--- config.mk ---
export PLATFORM = sky130hd
export DESIGN_NAME = moving_average_filter
export DESIGN_NICKNAME = d
export VERILOG_FILES = /design/src/rtl/moving_average_filter.sv
export SDC_FILE = /design/constraint.sdc
export NUM_CORES = 1
export LEC_CHECK = 0
export BUFFER_PORTS_ARGS = -buffer_cell sky130_fd_sc_hd__clkbuf_2
export CORE_AREA = 2 2 199 201
export DETAILED_ROUTE_END_ITERATION = 10
export DIE_AREA = 0 0 201 203
export PLACE_DENSITY = 0.73
export SYNTH_ARGS = -nofsm -noshare
export SYNTH_HDL_FRONTEND = slang
export SYNTH_SLANG_ARGS = --single-unit
--- constraint.sdc ---
create_clock -name clock -period 7.8 [get_ports clock]
set_input_delay 1.56 -clock clock [delete_from_list [all_inputs] [get_ports clock]]
set_output_delay 1.56 -clock clock [all_outputs]
set_load 0.01 [all_outputs]
--- src/rtl/moving_average_filter.sv ---
// Boxcar moving-average filter over the last 2^LOG2_N accepted samples, with
// round-half-up, optional signed arithmetic, bypass and a fixed two-edge latency.
module moving_average_filter #(
  parameter int unsigned DATA_W = 8,
  parameter int unsigned LOG2_N = 6,
  parameter int unsigned SIGNED = 0
) (
  input  logic              clock,
  input  logic              reset_n,
  input  logic              i_data_avail,
  input  logic [DATA_W-1:0] i_data_byte,
  input  logic              i_clear,
  input  logic              i_bypass,
  output logic [DATA_W-1:0] o_data_byte,
  output logic              o_data_avail,
  output logic              o_full
);

  localparam int unsigned N     = 1 << LOG2_N;
  localparam int unsigned ACC_W = DATA_W + LOG2_N + 1;
  localparam logic [LOG2_N:0]  FILL_MAX = (LOG2_N + 1)'(N);
  localparam logic [ACC_W-1:0] HALF     = ACC_W'(1) << (LOG2_N - 1);

  logic [DATA_W-1:0] mem_q [N];
  logic              mem_we;

  logic [ACC_W-1:0]  acc_q, acc_d;
  logic [LOG2_N:0]   fill_q, fill_d;
  logic [LOG2_N-1:0] wr_ptr_q, wr_ptr_d;
  logic              s1_valid_q, s1_valid_d;
  logic [DATA_W-1:0] s1_data_q, s1_data_d;
  logic              s1_byp_q, s1_byp_d;
  logic [DATA_W-1:0] out_data_q, out_data_d;
  logic              out_valid_q, out_valid_d;
  logic              full_q, full_d;

  logic              win_full;
  logic [DATA_W-1:0] oldest_eff;
  logic [ACC_W-1:0]  rounded;
  logic [DATA_W-1:0] avg;

  function automatic logic [ACC_W-1:0] ext(input logic [DATA_W-1:0] v);
    if (SIGNED != 0) begin
      return {{(ACC_W - DATA_W){v[DATA_W-1]}}, v};
    end else begin
      return {{(ACC_W - DATA_W){1'b0}}, v};
    end
  endfunction

  // Zero-padding during warm-up keeps the sum independent of stale buffer contents.
  assign win_full   = (fill_q == FILL_MAX);
  assign oldest_eff = win_full ? mem_q[wr_ptr_q] : '0;
  assign rounded    = acc_q + HALF;

  always_comb begin
    if (SIGNED != 0) begin
      avg = DATA_W'($signed(rounded) >>> LOG2_N);
    end else begin
      avg = DATA_W'(rounded >> LOG2_N);
    end
  end

  always_comb begin
    acc_d      = acc_q;
    fill_d     = fill_q;
    wr_ptr_d   = wr_ptr_q;
    s1_valid_d = 1'b0;
    s1_data_d  = s1_data_q;
    s1_byp_d   = s1_byp_q;
    mem_we     = 1'b0;
    if (i_clear) begin
      acc_d    = '0;
      fill_d   = '0;
      wr_ptr_d = '0;
    end else if (i_data_avail) begin
      acc_d      = acc_q + ext(i_data_byte) - ext(oldest_eff);
      mem_we     = 1'b1;
      wr_ptr_d   = wr_ptr_q + 1'b1;
      fill_d     = win_full ? fill_q : fill_q + 1'b1;
      s1_valid_d = 1'b1;
      s1_data_d  = i_data_byte;
      s1_byp_d   = i_bypass;
    end
  end

  // Stage 2 reads the accumulator as it stood after the sample's own accept edge.
  always_comb begin
    out_valid_d = s1_valid_q;
    out_data_d  = out_data_q;
    if (s1_valid_q) begin
      out_data_d = s1_byp_q ? s1_data_q : avg;
    end
    full_d = (fill_d == FILL_MAX);
  end

  always_ff @(posedge clock) begin
    if (mem_we) begin
      mem_q[wr_ptr_q] <= i_data_byte;
    end
  end

  always_ff @(posedge clock or negedge reset_n) begin
    if (!reset_n) begin
      acc_q       <= '0;
      fill_q      <= '0;
      wr_ptr_q    <= '0;
      s1_valid_q  <= 1'b0;
      s1_data_q   <= '0;
      s1_byp_q    <= 1'b0;
      out_data_q  <= '0;
      out_valid_q <= 1'b0;
      full_q      <= 1'b0;
    end else begin
      acc_q       <= acc_d;
      fill_q      <= fill_d;
      wr_ptr_q    <= wr_ptr_d;
      s1_valid_q  <= s1_valid_d;
      s1_data_q   <= s1_data_d;
      s1_byp_q    <= s1_byp_d;
      out_data_q  <= out_data_d;
      out_valid_q <= out_valid_d;
      full_q      <= full_d;
    end
  end

  assign o_data_byte  = out_data_q;
  assign o_data_avail = out_valid_q;
  assign o_full       = full_q;

endmodule

---- Word level (Yosys, flattened, before mapping) ----
Memory sizes are Yosys's and may differ from the RTL's.
Cells that the tools add are included.
cells by class
  multiply operators ...................... 0
  divide/modulo/power cells ............... 0
  shift-type cells ........................ 0
  multiplexer cells ....................... 17
  add/sub/neg operators ................... 5
  equality and inequality tests ........... 2
  bitwise operators ....................... 1
  magnitude comparators ................... 0
  reduce and logical (&&, ||, !) cells .... 2
operators by type and width
  operator                 count
  $mux W15                 6
  $mux W7                  3
  $mux W8                  2
  $add A15 B15 Y15         1
  $sub A15 B15 Y15         1
  $add A14 B6 Y14 const B  1
  $eq A7 B7 Y1 const B     2
  $mux W6                  2
  $add A7 B1 Y7 const B    1
  $add A6 B1 Y6 const B    1
  $mux W1                  4
  $reduce_and A2 Y1        1
  $reduce_bool A2 Y1       1
  $not A1 Y1               1
word-level totals
  output and inout bits ................... 10
  input bits .............................. 13
  word-level logic and storage cells ...... 37
  memories kept ........................... 1
  bits in writable memories ............... 512
  bits in latches ......................... 0
  register bits ........................... 48
  memory bits (read-only) ................. 0
memories
  name   words  bits a word  rd ports  clocked after memory_dff  wr ports  line  RTL
  mem_q  64     8            1         0                         1         24    logic [DATA_W-1:0] mem_q [N];

---- Logic depth before layout (Yosys ltp) ----
  depth in word-level cells ............... 7
  depth in mapped cells ................... 19
  depth with buffers taken out ............ 16

---- Worst setup path before layout ----
No wires, ideal clock.
  path kind ............................... reg2reg
  from .................................... register wr_ptr_q[0]
  to ...................................... register acc_q[11]
  path slack .............................. 3.750 ns
  arrival ................................. 3.914 ns
  stages on the path, launching flop included .. 17
  path buffers ............................ 2
  period minus slack after synthesis ...... 4.050 ns
  data required time ...................... 7.663 ns
  library setup time ...................... 0.137 ns
  cell sequence ........................... dfrtp_1 -> buf_2 -> buf_2 -> mux4_2 -> mux2i_1 -> o22ai_1 -> nor4_1 -> nor2_1 -> fa_1 -> inv_1 -> ha_1 -> a211oi_1 -> o21ai_0 -> a41o_1 -> a221oi_1 -> xor2_1 -> o21ai_0
on the way
  cells in the longest elaborated chain, start to end .. 7
ends and longest elaborated chain
  element                 line  RTL
  start, declared         29    logic [LOG2_N-1:0] wr_ptr_q, wr_ptr_d;
  start signal, assigned  116   wr_ptr_q <= wr_ptr_d;
  $mem_v2 Z64 W8          n/a
  $mux W8                 52    assign oldest_eff = win_full ? mem_q[wr_ptr_q] : '0;
  $mux W15                75    end else if (i_data_avail) begin
  $mux W15                71    if (i_clear) begin
  $sub A15 B15 Y15        76    acc_d = acc_q + ext(i_data_byte) - ext(oldest_eff);
  $mux W15                75
  $mux W15                71
  end signal, assigned    104   acc_q <= '0;
  end signal, assigned    114   acc_q <= acc_d;
  end, declared           27    logic [ACC_W-1:0] acc_q, acc_d;
No other way between the ends. The select of a mux whose other input is x is not followed.
A chain may end at the register's enable or synchronous reset.

---- Final worst setup path ----
  from .................................... register wr_ptr_q[0]
  to ...................................... register acc_q[13]
The elaborated chain is that of the path after synthesis.

==> tab_implementation.tex <==
\begin{tabular}{lr}
\hline
Metric & Value \\
\hline
\multicolumn{2}{l}{\textbf{Final layout}} \\
\quad Layout-stage area growth over the synthesis result & 10.3\% \\
\quad Fin util & 0.655 \\
\quad Commonest non-fill, non-tap cells in the layout & 512 x edfxtp\_1, 128 x mux4\_2, 107 x nor2\_1 \\
\quad Count of filler cells inserted in the layout & 2,571 \\
\quad Final standard cell count with taps included and fillers excluded & 1,821 \\
\quad Number of antenna repair diodes & 0 \\
\quad Net count of the finished layout & 1,306 \\
\quad Most common library cell in the layout ignoring fill and taps & edfxtp\_1 \\
\quad Share of post-route cells with drive strength above 1 & 0.200 \\
\multicolumn{2}{l}{\textbf{Timing}} \\
\quad RSZ-0062 raised after global routing & no \\
\quad Worst-case headroom to the max-slew limit & 0.263 \\
\quad Maximum achievable frequency & 176 MHz \\
\quad Aggregate negative setup slack & 0 ns \\
\quad Final Hold Violating Endpoints & 0 \\
\quad Worst-margin pin slew & 1.11 ns \\
\quad Final setup violation count & 0 \\
\quad Post-route clock skew & 0.00835 ns \\
\quad Final Hold Slack & 0.484 ns \\
\quad Fin crit period & 5.69 ns \\
\quad Post-route clock period utilization & 0.729 \\
\quad Count of pins over their slew limit & 0 \\
\multicolumn{2}{l}{\textbf{Power and ir drop}} \\
\quad Final Total Pwr & 0.00662 W \\
\quad Part of the total power dissipated in the clock network & 0.383 \\
\quad Logic gate share of total power & 0.105 \\
\quad Switching power summed over all nets & 0.00152 W \\
\quad Sequential cell fraction of total power & 0.512 \\
\quad Internal power contribution & 0.00509 W \\
\quad Switching part of the total power & 0.230 \\
\quad Power density over the cells & 263 nW/um2 \\
\quad Leakage dissipation & 8.11 nW \\
\quad VDD IR-drop max & 0.191 mV \\
\multicolumn{2}{l}{\textbf{Setup path}} \\
\quad Type of the setup path with the least slack & flop to flop \\
\quad Required time at the worst-slack endpoint & 8.27 ns \\
\quad Critical Path Source Type & flop \\
\quad Launching point of the worst reg2reg path & wr\_ptr\_q[0]\$\_DFFE\_PN0P\_ \\
\quad Maximum cell stage delay along the critical path & 1.03 ns \\
\quad Worst setup EP type & flop \\
\quad Beginning of the critical path & wr\_ptr\_q[0]\$\_DFFE\_PN0P\_ \\
\quad Data arrival time of the critical path & 6.16 ns \\
\quad Crit-path max FO & 44 \\
\quad Critical Path Slowest Stage Cell & dfrtp\_4 \\
\quad Cell-by-cell listing of the critical path & buf\_4 -> mux4\_2 -> mux2i\_1 -> o22ai\_1 -> nor4\_1 -> nor2\_1 -> fa\_1 -> inv\_1 -> ha\_1 -> o21ai\_0 -> o21ai\_0 -> nand4\_1 -> o211ai\_1 -> mux2i\_1 -> mux2\_2 \\
\multicolumn{2}{l}{\textbf{Drt}} \\
\quad Post-route DRC violation count & 0 \\
\quad Routed vias & 11,400 \\
\quad Via density per instance & 6.28 \\
\quad Routed Antenna Nets & 0 \\
\quad Initial DRT Pass Iterations & 6 \\
\quad WL/cell & 26.2 um \\
\quad Starting DRC count in detailed routing & 1,066 \\
\quad Wirelength, routed & 47,600 um \\
\multicolumn{2}{l}{\textbf{Die}} \\
\quad Die area & 40,800 um2 \\
\quad X dimension of the die & 201 um \\
\quad Number of primary I/O pins & 23 \\
\quad Starting Density & 0.594 \\
\quad Floorplan die height & 203 um \\
\quad Core region area & 38,500 um2 \\
\quad Site Rows & 72 \\
\multicolumn{2}{l}{\textbf{GRT}} \\
\quad Largest net degree at the start of global routing & 71 \\
\quad Number of global-route vias before repair & 11,500 \\
\quad Aggregate global routing overflow & 0 \\
\quad Global-route wire length before repair & 72,700 um \\
\quad Initial antenna violation count & 0 \\
\quad Global router's overall resource usage & 0.242 \\
\multicolumn{2}{l}{\textbf{Synthesis}} \\
\quad Post-Synthesis Cells & 1,232 \\
\quad Synthesized area & 22,800 um2 \\
\quad Top\_reg\_cell synth & edfxtp\_1 \\
\quad Number of warnings reported in the yosys synthesis log & 0 \\
\quad Seq/Total Area, Yosys & 0.725 \\
\quad Number of flip-flops and latches in the synthesized netlist & 559 \\
\quad Avg Cell Area, Syn & 18.5 um2 \\
\quad Ys async rst share & 0.0841 \\
\quad Number of synthesized flops with an enable pin & 512 \\
\quad Post-synthesis cell type count & 46 \\
\quad Post-synthesis net count & 1,275 \\
\multicolumn{2}{l}{\textbf{Clocking}} \\
\quad Number of sinks driven by the clock tree & 559 \\
\quad Clock slew at reported path FFs & 0.06 ns \\
\quad Maximum clock path buffer count & 3 \\
\quad TritonCTS clock tree & built \\
\quad Resize count post-CTS & 0 \\
\quad Cts-stage hold buffer count & 0 \\
\quad H-tree depth reported by CTS & 2 \\
\quad Clock insertion delay at the later pin of the skew report & 0.59 ns \\
\quad Buffers inserted by post-CTS timing repair & 0 \\
\quad Clock root buffer & clkbuf\_16 \\
\quad Number of clock buffers inserted by TritonCTS & 54 \\
\multicolumn{2}{l}{\textbf{Place}} \\
\quad Placed cell count & 1,725 \\
\quad IO Port Bufs & 22 \\
\quad Routability congestion estimate & 0.867 \\
\quad HPWL Detailed & 28,800 um \\
\multicolumn{2}{l}{\textbf{Hold path}} \\
\quad Hold Crit Class & flop to flop \\
\quad Startpoint of the most critical hold path & s1\_data\_q[5]\$\_DFFE\_PN0P\_ \\
\multicolumn{2}{l}{\textbf{Status}} \\
\quad Run status & complete, no violations \\
\multicolumn{2}{l}{\textbf{Flow run}} \\
\quad Count of max-cap constraint violations & 0 \\
\hline
\end{tabular}
stage by stage:
step	worst slack [ns]	instance area, um2
global route	1.78	25200
global placement	2.27	23500
floorplan	3.75	22800
finish	2.11	25200
CTS	2.19	25200
detailed placement	2.21	23500
power by group through the flow:
| stage | Combinational, W | Clock (W) | Sequential, W |
|---|---|---|---|
| 3_5_place_dp | 0.000697 | 0 | 0.00345 |
| 2_1_floorplan | 0.000515 | 0 | 0.00342 |
| 6_report | 0.000697 | 0.00253 | 0.00339 |
| 5_1_grt | 0.000770 | 0.00268 | 0.00339 |
| 4_1_cts | 0.000701 | 0.00256 | 0.00339 |
| 3_3_place_gp | 0.000687 | 0 | 0.00345 |
sequential cells by signal, indices dropped and copies added, names as in the netlist:
name          count
acc_q            14
fill_q            7
mem_q           512
o_data_avail      1
o_data_byte       8
o_full            1
out_valid_d       1
s1_byp_q          1
s1_data_q         8
wr_ptr_q          6
routing by layer:
| layer | share of wire | GRT usage | vias up |
|---|---|---|---|
| met1 | 0.41 | 0.351 | 5935 |
| met4 | 0.025 | 0.0693 | 0 |
| met5 | 0 | 0 | - |
| met2 | 0.49 | 0.388 | 476 |
| li1 | - | - | 4942 |
| met3 | 0.071 | 0.0419 | 77 |
final timing paths:
| path | slack [ns] | end | depth (start not counted) |
|---|---|---|---|
| setup reg to reg | 2.11 | acc_q[13]$_DFFE_PN0P_ | 15 |
| hold / removal | 0.48 | s1_data_q[5]$_DFFE_PN0P_ | 2 |
| min in group asynchronous | 1.07 | fill_q[6]$_DFF_PN0_ | 2 |
| setup / recovery | 2.11 | acc_q[13]$_DFFE_PN0P_ | 15 |
| hold reg to reg | 0.48 | s1_data_q[5]$_DFFE_PN0P_ | 2 |
| max in group asynchronous | 6.27 | wr_ptr_q[1]$_DFFE_PN0P_ | 2 |
worst max-delay path: cells and delay by family (launching register included):
family | cells | cell delay [ns]
buffers and inverters | 2 | 0.50
AO/OA/AOI/OAI | 4 | 0.87
adder cells (fa/ha/maj) | 2 | 0.82
flip-flops | 1 | 1.03
multiplexers | 4 | 1.27
AND/OR/NAND/NOR | 3 | 0.99
layout make-up:
class | count | area, um2 | area share
Sequential cell | 559 | 16600 | 0.657
Clock inverter | 27 | 272 | 0.0108
Clock buffer | 69 | 1440 | 0.0571
Tap cell | 518 | 648 | 0.0257
Timing Repair Buffer | 41 | 290 | 0.0115
Multi-Input combinational cell | 563 | 5820 | 0.231
Inverter | 44 | 165 | 0.00656
cell usage after synthesis, drive strengths merged (2+ instances only):
| cell type | count | area (um2) |
|---|---|---|
| edfxtp | 512 | 15400 |
| mux4 | 128 | 2880 |
| nor2 | 107 | 402 |
| mux2i | 70 | 701 |
| dfrtp | 47 | 1180 |
| nand2 | 47 | 176 |
| inv | 44 | 165 |
| clkbuf | 37 | 139 |
| o22ai | 32 | 200 |
| buf | 29 | 161 |
| o21ai | 24 | 120 |
| ha | 22 | 275 |
| a21oi | 14 | 70.1 |
| nand3 | 11 | 55.1 |
| xnor2 | 11 | 96.3 |
| xor2 | 9 | 78.8 |
| fa | 8 | 160 |
| nand4 | 8 | 50.1 |
| nor4 | 8 | 50.1 |
| a21o | 7 | 52.6 |
| mux2 | 7 | 78.8 |
| o21a | 5 | 37.5 |
| a211oi | 4 | 30.0 |
| nand3b | 4 | 30.0 |
| nor2b | 4 | 25.0 |
| nor3 | 4 | 20.0 |
| or3 | 4 | 25.0 |
| a221o | 2 | 20.0 |
| a31oi | 2 | 12.5 |
| a41o | 2 | 20.0 |
| and3 | 2 | 12.5 |
| nand4b | 2 | 17.5 |
| o211ai | 2 | 15.0 |
| o311ai | 2 | 17.5 |
| or2 | 2 | 12.5 |
kinds of logic (layout without fill, tap and decap cells):
| kind of cell | after synthesis | after routing | synth area share |
|---|---|---|---|
| adders and majority gates | 30 | 30 | 0.0191 |
| and+or+nand+nor | 207 | 207 | 0.0397 |
| xor gates and xnor gates | 20 | 20 | 0.00767 |
| buffers and inverters | 110 | 181 | 0.0204 |
| DFF | 559 | 559 | 0.725 |
| AOI/OAI and AO/OA | 101 | 101 | 0.0278 |
| muxes | 205 | 205 | 0.160 |
Note: power is estimated with default switching activity, not from simulation.
